$ cat src/rtl/stepper_pkg.sv
// Shared types and constants for the stepper ramp controller.
// Holds FSM encoding, default periods and the half-step coil table.
package stepper_pkg;

    localparam int PERIOD_W = 20;

    localparam logic [PERIOD_W-1:0] CNT_MAX_DEF    = 20'd399_999;
    localparam logic [PERIOD_W-1:0] MIN_PERIOD_DEF = 20'd99_999;
    localparam logic [PERIOD_W-1:0] ACC_STEP_DEF   = 20'd50_000;
    localparam int                  STEPS_W_DEF    = 16;

    typedef enum logic [1:0] {
        ST_IDLE,
        ST_ACCEL,
        ST_CRUISE,
        ST_DECEL
    } state_e;

    function automatic logic [3:0] phase_of(input logic [2:0] idx);
        logic [3:0] p;
        case (idx)
            3'd0: p = 4'b0001;
            3'd1: p = 4'b0011;
            3'd2: p = 4'b0010;
            3'd3: p = 4'b0110;
            3'd4: p = 4'b0100;
            3'd5: p = 4'b1100;
            3'd6: p = 4'b1000;
            3'd7: p = 4'b1001;
        endcase
        return p;
    endfunction

endpackage

$ cat src/rtl/stepper_ramp_ctrl_if.sv
// Move-command handshake between the command source and the
// stepper ramp controller.
interface stepper_ramp_ctrl_if #(
    parameter int STEPS_W = 16
);
    logic               cmd_valid;
    logic               cmd_ready;
    logic               cmd_dir;
    logic [STEPS_W-1:0] cmd_steps;

    modport master (
        output cmd_valid,
        output cmd_dir,
        output cmd_steps,
        input  cmd_ready
    );

    modport slave (
        input  cmd_valid,
        input  cmd_dir,
        input  cmd_steps,
        output cmd_ready
    );
endinterface

$ cat src/rtl/stepper_step_timer.sv
// Step period counter: counts 0..period, tick while at period.
// Clear forces the count back to 0 on the next clock.
module stepper_step_timer #(
    parameter int W = 20
) (
    input  logic         clk,
    input  logic         rst,
    input  logic         clr,
    input  logic [W-1:0] period,
    output logic         tick
);

    logic [W-1:0] cnt_q;
    logic [W-1:0] cnt_d;

    always_comb begin
        cnt_d = cnt_q + W'(1);
        if (clr) begin
            cnt_d = '0;
        end
    end

    always_ff @(posedge clk or posedge rst) begin
        if (rst) begin
            cnt_q <= '0;
        end else begin
            cnt_q <= cnt_d;
        end
    end

    assign tick = (cnt_q == period);

endmodule

$ cat src/rtl/stepper_ramp_ctrl.sv
// Trapezoidal-ramp stepper sequencer: takes move commands, drives the
// half-step coil pattern and emits one pulse per step.
module stepper_ramp_ctrl
    import stepper_pkg::*;
#(
    parameter logic [PERIOD_W-1:0] CNT_MAX    = CNT_MAX_DEF,
    parameter logic [PERIOD_W-1:0] MIN_PERIOD = MIN_PERIOD_DEF,
    parameter logic [PERIOD_W-1:0] ACC_STEP   = ACC_STEP_DEF,
    parameter int                  STEPS_W    = STEPS_W_DEF
) (
    input  logic               sys_clk,
    input  logic               sys_rst,
    stepper_ramp_ctrl_if.slave cmd,
    input  logic               stop_req,
    output logic [3:0]         phase_out,
    output logic               step_pulse,
    output logic               busy,
    output logic               done,
    output logic [STEPS_W-1:0] steps_done
);

    state_e               state_q, state_d;
    logic                 dir_q, dir_d;
    logic [2:0]           idx_q, idx_d;
    logic [3:0]           phase_q, phase_d;
    logic [STEPS_W-1:0]   rem_q, rem_d;
    logic [STEPS_W-1:0]   ramp_q, ramp_d;
    logic [STEPS_W-1:0]   sdone_q, sdone_d;
    logic [PERIOD_W-1:0]  period_q, period_d;
    logic                 step_q, step_d;
    logic                 busy_q, busy_d;
    logic                 done_q, done_d;
    logic                 pend_q, pend_d;

    logic                 tick;
    logic                 tmr_clr;
    logic                 accept;
    logic                 step_ev;
    logic                 stop_act;
    logic [PERIOD_W:0]    per_up;
    logic [PERIOD_W-1:0]  per_inc;
    logic [PERIOD_W-1:0]  per_dec;
    logic [STEPS_W-1:0]   rem_dec;
    logic [STEPS_W-1:0]   rem_step;
    logic [STEPS_W-1:0]   rem_stop;

    stepper_step_timer #(
        .W(PERIOD_W)
    ) u_timer (
        .clk   (sys_clk),
        .rst   (sys_rst),
        .clr   (tmr_clr),
        .period(period_q),
        .tick  (tick)
    );

    // Ready only once the previous command has fully retired.
    assign cmd.cmd_ready = (state_q == ST_IDLE) && !busy_q && !done_q;
    assign accept        = cmd.cmd_valid && cmd.cmd_ready;
    assign step_ev       = (state_q != ST_IDLE) && tick;
    assign stop_act      = stop_req &&
                           (state_q == ST_ACCEL || state_q == ST_CRUISE);

    // Ramp arithmetic one bit wider so the clamps never wrap.
    always_comb begin
        per_up  = {1'b0, period_q} + {1'b0, ACC_STEP};
        per_inc = per_up[PERIOD_W-1:0];
        if (per_up > {1'b0, CNT_MAX}) begin
            per_inc = CNT_MAX;
        end
        per_dec = period_q - ACC_STEP;
        if ({1'b0, period_q} < ({1'b0, MIN_PERIOD} + {1'b0, ACC_STEP})) begin
            per_dec = MIN_PERIOD;
        end
        rem_dec  = rem_q - STEPS_W'(1);
        rem_step = rem_dec;
        if (stop_act && ramp_q < rem_dec) begin
            rem_step = ramp_q;
        end
        rem_stop = (ramp_q < rem_q) ? ramp_q : rem_q;
    end

    always_comb begin
        state_d  = state_q;
        dir_d    = dir_q;
        idx_d    = idx_q;
        rem_d    = rem_q;
        ramp_d   = ramp_q;
        sdone_d  = sdone_q;
        period_d = period_q;
        step_d   = 1'b0;
        pend_d   = 1'b0;
        done_d   = pend_q;
        busy_d   = busy_q && !pend_q;
        tmr_clr  = 1'b0;

        case (state_q)
            ST_IDLE: begin
                tmr_clr = !accept;
                if (accept) begin
                    dir_d    = cmd.cmd_dir;
                    rem_d    = cmd.cmd_steps;
                    period_d = CNT_MAX;
                    ramp_d   = '0;
                    sdone_d  = '0;
                    busy_d   = 1'b1;
                    if (cmd.cmd_steps == '0) begin
                        pend_d = 1'b1;
                    end else begin
                        state_d = ST_ACCEL;
                    end
                end
            end
            default: begin
                if (step_ev) begin
                    tmr_clr = 1'b1;
                    step_d  = 1'b1;
                    idx_d   = dir_q ? idx_q + 3'd1 : idx_q - 3'd1;
                    sdone_d = sdone_q + STEPS_W'(1);
                    rem_d   = rem_step;
                    if (rem_step == '0) begin
                        state_d = ST_IDLE;
                        pend_d  = 1'b1;
                    end else if (rem_step <= ramp_q) begin
                        state_d  = ST_DECEL;
                        period_d = per_inc;
                        ramp_d   = ramp_q - STEPS_W'(1);
                    end else if (period_q > MIN_PERIOD) begin
                        state_d  = ST_ACCEL;
                        period_d = per_dec;
                        ramp_d   = ramp_q + STEPS_W'(1);
                    end else begin
                        state_d = ST_CRUISE;
                    end
                end else if (stop_act) begin
                    rem_d = rem_stop;
                    if (rem_stop == '0) begin
                        state_d = ST_IDLE;
                        pend_d  = 1'b1;
                        tmr_clr = 1'b1;
                    end else begin
                        state_d  = ST_DECEL;
                        period_d = per_inc;
                        ramp_d   = ramp_q - STEPS_W'(1);
                    end
                end
            end
        endcase

        phase_d = phase_of(idx_d);
    end

    always_ff @(posedge sys_clk or posedge sys_rst) begin
        if (sys_rst) begin
            state_q  <= ST_IDLE;
            dir_q    <= 1'b1;
            idx_q    <= 3'd0;
            phase_q  <= 4'b0001;
            rem_q    <= '0;
            ramp_q   <= '0;
            sdone_q  <= '0;
            period_q <= CNT_MAX;
            step_q   <= 1'b0;
            busy_q   <= 1'b0;
            done_q   <= 1'b0;
            pend_q   <= 1'b0;
        end else begin
            state_q  <= state_d;
            dir_q    <= dir_d;
            idx_q    <= idx_d;
            phase_q  <= phase_d;
            rem_q    <= rem_d;
            ramp_q   <= ramp_d;
            sdone_q  <= sdone_d;
            period_q <= period_d;
            step_q   <= step_d;
            busy_q   <= busy_d;
            done_q   <= done_d;
            pend_q   <= pend_d;
        end
    end

    assign phase_out  = phase_q;
    assign step_pulse = step_q;
    assign busy       = busy_q;
    assign done       = done_q;
    assign steps_done = sdone_q;

endmodule

$ cat src/flat_wrapper.sv
// flat-port wrapper written by rule: the top's interface ports become plain ports
module stepper_ramp_ctrl_flat import stepper_pkg::*;
#(
    parameter logic [PERIOD_W-1:0] CNT_MAX    = CNT_MAX_DEF,
    parameter logic [PERIOD_W-1:0] MIN_PERIOD = MIN_PERIOD_DEF,
    parameter logic [PERIOD_W-1:0] ACC_STEP   = ACC_STEP_DEF,
    parameter int                  STEPS_W    = STEPS_W_DEF
)
  (sys_clk, sys_rst, stop_req, phase_out, step_pulse, busy, done, steps_done, cmd_cmd_valid, cmd_cmd_dir, cmd_cmd_steps, cmd_cmd_ready);
  stepper_ramp_ctrl_if #(.STEPS_W(STEPS_W)) cmd_i ();
  input  logic sys_clk;
  input  logic sys_rst;
  input  logic stop_req;
  output logic [3:0] phase_out;
  output logic step_pulse;
  output logic busy;
  output logic done;
  output logic [STEPS_W-1:0] steps_done;
  input wire logic [$bits(cmd_i.cmd_valid)-1:0] cmd_cmd_valid;
  input wire logic [$bits(cmd_i.cmd_dir)-1:0] cmd_cmd_dir;
  input wire logic [$bits(cmd_i.cmd_steps)-1:0] cmd_cmd_steps;
  output wire logic [$bits(cmd_i.cmd_ready)-1:0] cmd_cmd_ready;
  assign cmd_i.cmd_valid = cmd_cmd_valid;
  assign cmd_i.cmd_dir = cmd_cmd_dir;
  assign cmd_i.cmd_steps = cmd_cmd_steps;
  assign cmd_cmd_ready = cmd_i.cmd_ready;
  stepper_ramp_ctrl #(.CNT_MAX(CNT_MAX), .MIN_PERIOD(MIN_PERIOD), .ACC_STEP(ACC_STEP), .STEPS_W(STEPS_W)) u_core (.sys_clk(sys_clk), .sys_rst(sys_rst), .cmd(cmd_i), .stop_req(stop_req), .phase_out(phase_out), .step_pulse(step_pulse), .busy(busy), .done(done), .steps_done(steps_done));
endmodule
$ cat config.mk
export PLATFORM = sky130hd
export DESIGN_NAME = stepper_ramp_ctrl_flat
export DESIGN_NICKNAME = d
export VERILOG_FILES = /design/src/rtl/stepper_pkg.sv /design/src/rtl/stepper_ramp_ctrl_if.sv /design/src/rtl/stepper_step_timer.sv /design/src/rtl/stepper_ramp_ctrl.sv /design/src/flat_wrapper.sv
export SDC_FILE = /design/constraint.sdc
export NUM_CORES = 1
export LEC_CHECK = 0
export CAP_MARGIN = 20
export CORE_MARGIN = 3
export CORE_UTILIZATION = 25
export DETAILED_ROUTE_END_ITERATION = 8
export DONT_BUFFER_PORTS = 1
export GPL_ROUTABILITY_DRIVEN = 0
export HOLD_SLACK_MARGIN = 0.03
export RECOVER_POWER = 100
export SLEW_MARGIN = 20
export SYNTH_ARGS = -nofsm -noshare
export SYNTH_HDL_FRONTEND = slang
export SYNTH_SLANG_ARGS = --single-unit
$ cat constraint.sdc
create_clock -name sys_clk -period 5.7 [get_ports sys_clk]
set_input_delay 1.425 -clock sys_clk [delete_from_list [all_inputs] [get_ports sys_clk]]
set_output_delay 1.425 -clock sys_clk [all_outputs]
set_load 0.03 [all_outputs]
**After elaboration in Yosys (flattened, before gate mapping)**

Memories as Yosys holds them, arrays and structs flattened. A register that Yosys moved wholly into a read port is not among the register bits.
Index checks and enable logic that the tools add are counted.

- Add/sub/neg operators: 9
- Magnitude comparators: 6
- Eq/ne operators: 8
- Multiplexer cells: 52
- Reduce and logical (&&, ||, !) cells: 24

Operators by type and width:

| operator | count |
|---|---|
| $mux 16 | 16 |
| $mux 20 | 11 |
| $logic_not 16->1 | 3 |
| $add 16x1->16 const B | 2 |
| $lt 16x16->1 | 2 |
| $sub 16x1->16 const B | 2 |
| $add 20x16->21 const B | 1 |
| $gt 21x19->1 const B | 1 |
| $add 20x1->20 const B | 1 |
| $eq 20x20->1 | 1 |
| $gt 20x17->1 const B | 1 |
| $lt 20x18->1 const B | 1 |
| $sub 20x16->20 const B | 1 |
| $mux 2 | 9 |
| $le 16x16->1 | 1 |
| $mux 1 | 13 |
| $mux 3 | 3 |
| $logic_and 1x1->1 | 7 |
| $reduce_and 2->1 | 3 |
| $reduce_and 5->1 | 1 |
| $logic_not 1->1 | 4 |
| $ne 4x4->1 const B | 1 |
| $reduce_bool 2->1 | 2 |
| $add 3x1->3 const B | 1 |
| 11 further kinds | 11 |

- Register bits: 98
- Memory bits (read-only): 32
- Bits of input ports: 21
- Output and inout port bits: 24
- Word-level logic and storage cells: 112
- Memories kept: 1

Memory list:

| memory | depth | bits a word | read ports | clocked after Yosys merged registers in | write ports | line | text |
|---|---|---|---|---|---|---|---|
| (no name shown) | 8 | 4 | 1 | 1 | 0 | stepper_pkg.sv:21 | `case (idx)` |

**Longest topological paths before layout**

- Depth after elaboration: 10
- Mapped depth: 26
- Mapped depth without buffers: 23

**By module**

From an unflattened synthesis, not the netlist that was laid out.

- Cell total of the unflattened synthesis: 1032
- Area total of the unflattened synthesis: 8568.2 µm²

Modules (own cells, without submodules):

| module | times used | cells each | area each (µm²) | sequential area each (µm²) |
|---|---|---|---|---|
| stepper_ramp_ctrl | 1 | 903 | 7369.6 | 2069.5 |
| stepper_step_timer | 1 | 129 | 1198.6 | 500.5 |

**Worst setup path before layout**

Ideal clock, no wire load.

- Kind: register to register
- Start point: register u_core.rem_q[2]
- End point: register u_core.period_q[14]
- Arrival: 5.866 ns
- Data required time: 5.557 ns
- Setup slack: -0.309 ns
- Stages on the path, launching flop included: 24
- Path buffers: 2
- Clock period less this slack: 6.009 ns
- Cells stage by stage: dfrtp_1 nor4_4 nand4_2 or4_4 nand2_1 inv_1 ha_1 and4_1 a311oi_1 o21ai_1 a211oi_1 clkbuf_1 nor2_1 a21oi_1 ha_1 a21o_1 a211oi_1 o211ai_1 a31oi_1 nor3_1 a2111o_2 nor2_4 buf_6 a31oi_4

- Word-level cells in the longest chain between the ends: 9

Ends and longest elaborated chain:

| what | line | text |
|---|---|---|
| start: declaration | stepper_ramp_ctrl.sv:26 | `logic [STEPS_W-1:0] rem_q, rem_d;` |
| start signal: assignment | stepper_ramp_ctrl.sv:172 | `rem_q <= rem_d;` |
| $sub 16x1->16 | stepper_ramp_ctrl.sv:75 | `rem_dec = rem_q - STEPS_W'(1);` |
| $lt 16x16->1 | stepper_ramp_ctrl.sv:77 | `if (stop_act && ramp_q < rem_dec) begin` |
| $logic_and 1x1->1 | stepper_ramp_ctrl.sv:77 |  |
| $mux 16 | stepper_ramp_ctrl.sv:77 |  |
| $le 16x16->1 | stepper_ramp_ctrl.sv:124 | `end else if (rem_step <= ramp_q) begin` |
| $mux 20 | stepper_ramp_ctrl.sv:124 |  |
| $mux 20 | stepper_ramp_ctrl.sv:121 | `if (rem_step == '0) begin` |
| $mux 20 | stepper_ramp_ctrl.sv:115 | `if (step_ev) begin` |
| $mux 20 | stepper_ramp_ctrl.sv:97 | `case (state_q)` |
| end signal: assignment | stepper_ramp_ctrl.sv:175 | `period_q <= period_d;` |
| end: declaration | stepper_ramp_ctrl.sv:29 | `logic [PERIOD_W-1:0] period_q, period_d;` |

Parallel ways exist; a longest one is shown, timed or not. The select of a mux whose other input is x is not followed.
A chain may end at the register's enable or synchronous reset.

**Worst setup path in the final report**

- Start point: register u_core.rem_q[3]
- End point: register u_core.period_q[7]

Same word-level chain as after synthesis.

==> flow_summary_export.csv <==
group,metric,value,unit
routing,vias,7861,
global_routing,grt_max_degree,70,
clocking,cts_tree,"done",
status,status,"complete, but fails checks",
timing,max_freq,182,MHz
hold_path,worstHoldPathType,"reg2reg",
routing,vias_per_cell,5.47,
timing,max_slew_margin,-1.16,
timing,slew_violations,105,
floorplanning,num_rows,66,
clocking,clock_latency,0.37,ns
routing,wirelength,26.0,mm
pwr,peakVddDrop,0.382,mV
yosys,async_flop_share,1.00,
timing,worst_pin_slew,3.23,ns
global_routing,antenna_found_initial,0,
floorplanning,die_height,188,um
yosys,yosys_warnings,0,
timing,period_minus_slack,5.50,ns
yosys,synth_ff_type,"dfrtp_1",
place,dp_slack,-0.201,ns
worst_setup_path,worstSetupStartpointType,"flop",
timing,final-setup-viol-count,0,
cells_and_area,nNetsFinal,1068,
yosys,synth_area,8310,um^2
yosys,yosysTopAreaCellShare,0.265,
pwr,cellPowerDensity,704,nW/um^2
yosys,synth.top_cells.by_count,"dfrtp_1, nor2_1, nand2_1",
floorplanning,pin_count,45,
timing,timing.final.ws_setup,0.198,ns
yosys,synthTopCellsByArea,"dfrtp_1, ha_1, xnor2_1",
global_routing,grt_pass1_wl,41.4,mm
clocking,hold_buffers,0,
yosys,mappedNetlistNets,1045,
yosys,synth-seq-cells,102,
place,dp.final_hpwl,19.0,mm
routing,wire_per_inst,18.1,um
place,port_buffers,0,
worst_setup_path,required,6.01,ns
yosys,synth-edff-count,0,
global_routing,grt.overflow.total,0,
timing,skew,0.0130,ns
floorplanning,core_area,32600,um^2
floorplanning,initial_core_util,0.255,
routing,drcViolationCount,0,
routing,antenna_left,0,
yosys,avgSynthCellArea,8.59,um^2
worst_setup_path,critPathKind,"reg2reg",
timing,hold_viol,0,
cells_and_area,drive_gt1_frac,0.166,
job,max-cap-violations,2,
clocking,clk_pin_slew,0.08,ns
routing,first_iter_violations,829,
pwr,total_power,6.87,mW
yosys,synthCells,967,
timing,holdWs,0.426,ns
worst_setup_path,cp_max_fo,10,
cells_and_area,filler_cell_count,3398,
global_routing,first_global_vias,7460,
clocking,cts_buffers,9,
worst_setup_path,worstSetupEndpointType,"flop",
status,violations,"capacitance limit, slew limit",
floorplanning,die_x,188,um
clocking,cts.htree.levels,3,
yosys,synth_cell_types,85,
yosys,yosysMostFrequentCell,"dfrtp_1",
pwr,p_leak,3.90,nW
global_routing,track_usage,0.143,
clocking,clock-sinks,102,
worst_setup_path,critical_path_arrival,5.81,ns
cells_and_area,synthToLayoutAreaGrowth,17.5,%
timing,fin_crit_sh,0.965,
yosys,synth_largest_area_cell,"dfrtp_1",
floorplanning,dieArea,35500,um^2
routing,first_pass_iters,5,
clocking,clock-root-buffer,"clkbuf_16",
yosys,yosysSeqAreaShare,0.309,
clocking,cts_buffer_depth,2,
## logic make-up after synthesis
group	after synthesis	share of synthesized area
buffers and inverters	119	0.0560
xor gates and xnor gates	73	0.0769
and+or+nand+nor	326	0.207
adders and majority gates	57	0.0867
muxes	17	0.0206
DFF	102	0.309
AOI/OAI and AO/OA	273	0.244
## path summary, 6_finish.rpt
check / from / end / slack [ns] / cells after the start
min in group asynchronous: sys_rst / u_core.phase_out[1]$_DFF_PP0_ / 1.86 / 1
max in group asynchronous: sys_rst / u_core.period_q[7]$_DFFE_PP0P_ / 1.16 / 2
worst min-delay path: u_core.done_d$_DFF_PP0_ / u_core.done$_DFF_PP0_ / 0.43 / 0
worst max register to register: u_core.rem_q[3]$_DFFE_PP0P_ / u_core.period_q[7]$_DFFE_PP0P_ / 0.20 / 22
worst max-delay path: u_core.rem_q[3]$_DFFE_PP0P_ / u_core.period_q[7]$_DFFE_PP0P_ / 0.20 / 22
worst min register to register: u_core.done_d$_DFF_PP0_ / u_core.done$_DFF_PP0_ / 0.43 / 0
## sequential cells by signal (all words and copies together), names as in the netlist, 2 cells and up
register and count:
u_core.steps_done 16, u_core.u_timer.cnt_q 20, u_core.phase_out 4, u_core.rem_q 16
u_core.idx_q 3, u_core.ramp_q 16, u_core.period_q 20, u_core.state_q 2
## routing by layer
metal | up-vias | GRT usage | share of wire
li1 | 3662 | - | -
met1 | 3853 | 0.199 | 0.45
met2 | 307 | 0.228 | 0.47
met3 | 39 | 0.0290 | 0.067
met4 | 0 | 0.0324 | 0.016
met5 | - | 0 | 0
## repair_timing
item                       4_1_cts  5_1_grt
setup endpoints to repair       37       38
buffers inserted                 2        7
resized for setup               13       42
pin swaps                        9       21
## layout by cell type, fill, tap and decap left out, types with 7 or more instances in the layout
cell type,count
nand4_1,21
ha_1,52
and3_1,19
clkbuf_1,8
nor3_1,27
xor2_1,22
inv_1,59
and4_1,10
o31ai_1,12
nor2_1,74
dfstp_2,13
o2bb2ai_1,8
mux2i_1,12
a22oi_1,8
a21oi_1,38
xnor2_1,49
nor2b_1,7
dfrtp_1,88
clkbuf_16,9
a31oi_1,8
o22ai_1,7
o21ai_0,52
buf_4,53
a211oi_1,10
nand3_1,38
nand2_1,62
a221oi_1,7
o211ai_1,11
nor4_1,10
a222oi_1,9
o21a_1,8
## report_power, final
group | internal (mW) | switching [mW] | total [mW]
combinational | 1.97 | 2.69 | 4.66
clock | 0.357 | 0.325 | 0.683
sequential | 0.982 | 0.548 | 1.53
total | 3.31 | 3.56 | 6.87
## layout make-up
cell class / instances / area [um^2] / share of cell area
Antenna cell: 1 / 2.50 / 0.000256
Clock buffer: 9 / 225 / 0.0231
Clock inverter: 7 / 97.6 / 0.0100
Inverter: 63 / 238 / 0.0244
Multi-Input combinational cell: 746 / 5560 / 0.570
Sequential cell: 102 / 2570 / 0.263
Tap cell: 442 / 553 / 0.0567
Timing Repair Buffer: 68 / 515 / 0.0528
## critical path, cell delays in order, from the launching register on
cell and delay [ns]:
dfrtp_1 0.42, nor4_4 0.36, buf_6 0.16, buf_4 0.13
nand3_1 0.12, xnor2_2 0.30, ha_1 0.32, and4_1 0.20
nand2_1 0.15, o21ai_0 0.19, a211oi_4 0.33, buf_4 0.28
mux2i_1 0.28, ha_1 0.21, nand4_1 0.16, or2_4 0.29
o311a_1 0.31, nand2_2 0.11, nor3_4 0.06, a2111o_2 0.56
nor3_4 0.24, buf_6 0.15, a22o_1 0.12
## metrics by stage
stage / setup TNS [ns] / std cells / area [um^2] / utilization
finish: 0 / 1438 / 9760 / 0.299
detailed placement: -4.12 / 1413 / 9140 / 0.280
global placement: 0 / 1413 / 9140 / 0.280
floorplan: 0 / 967 / 8330 / -
global route: -0.493 / 1437 / 9760 / 0.299
CTS: 0 / 1431 / 9530 / 0.292
No activity file was read; power rests on OpenSTA's default activity.
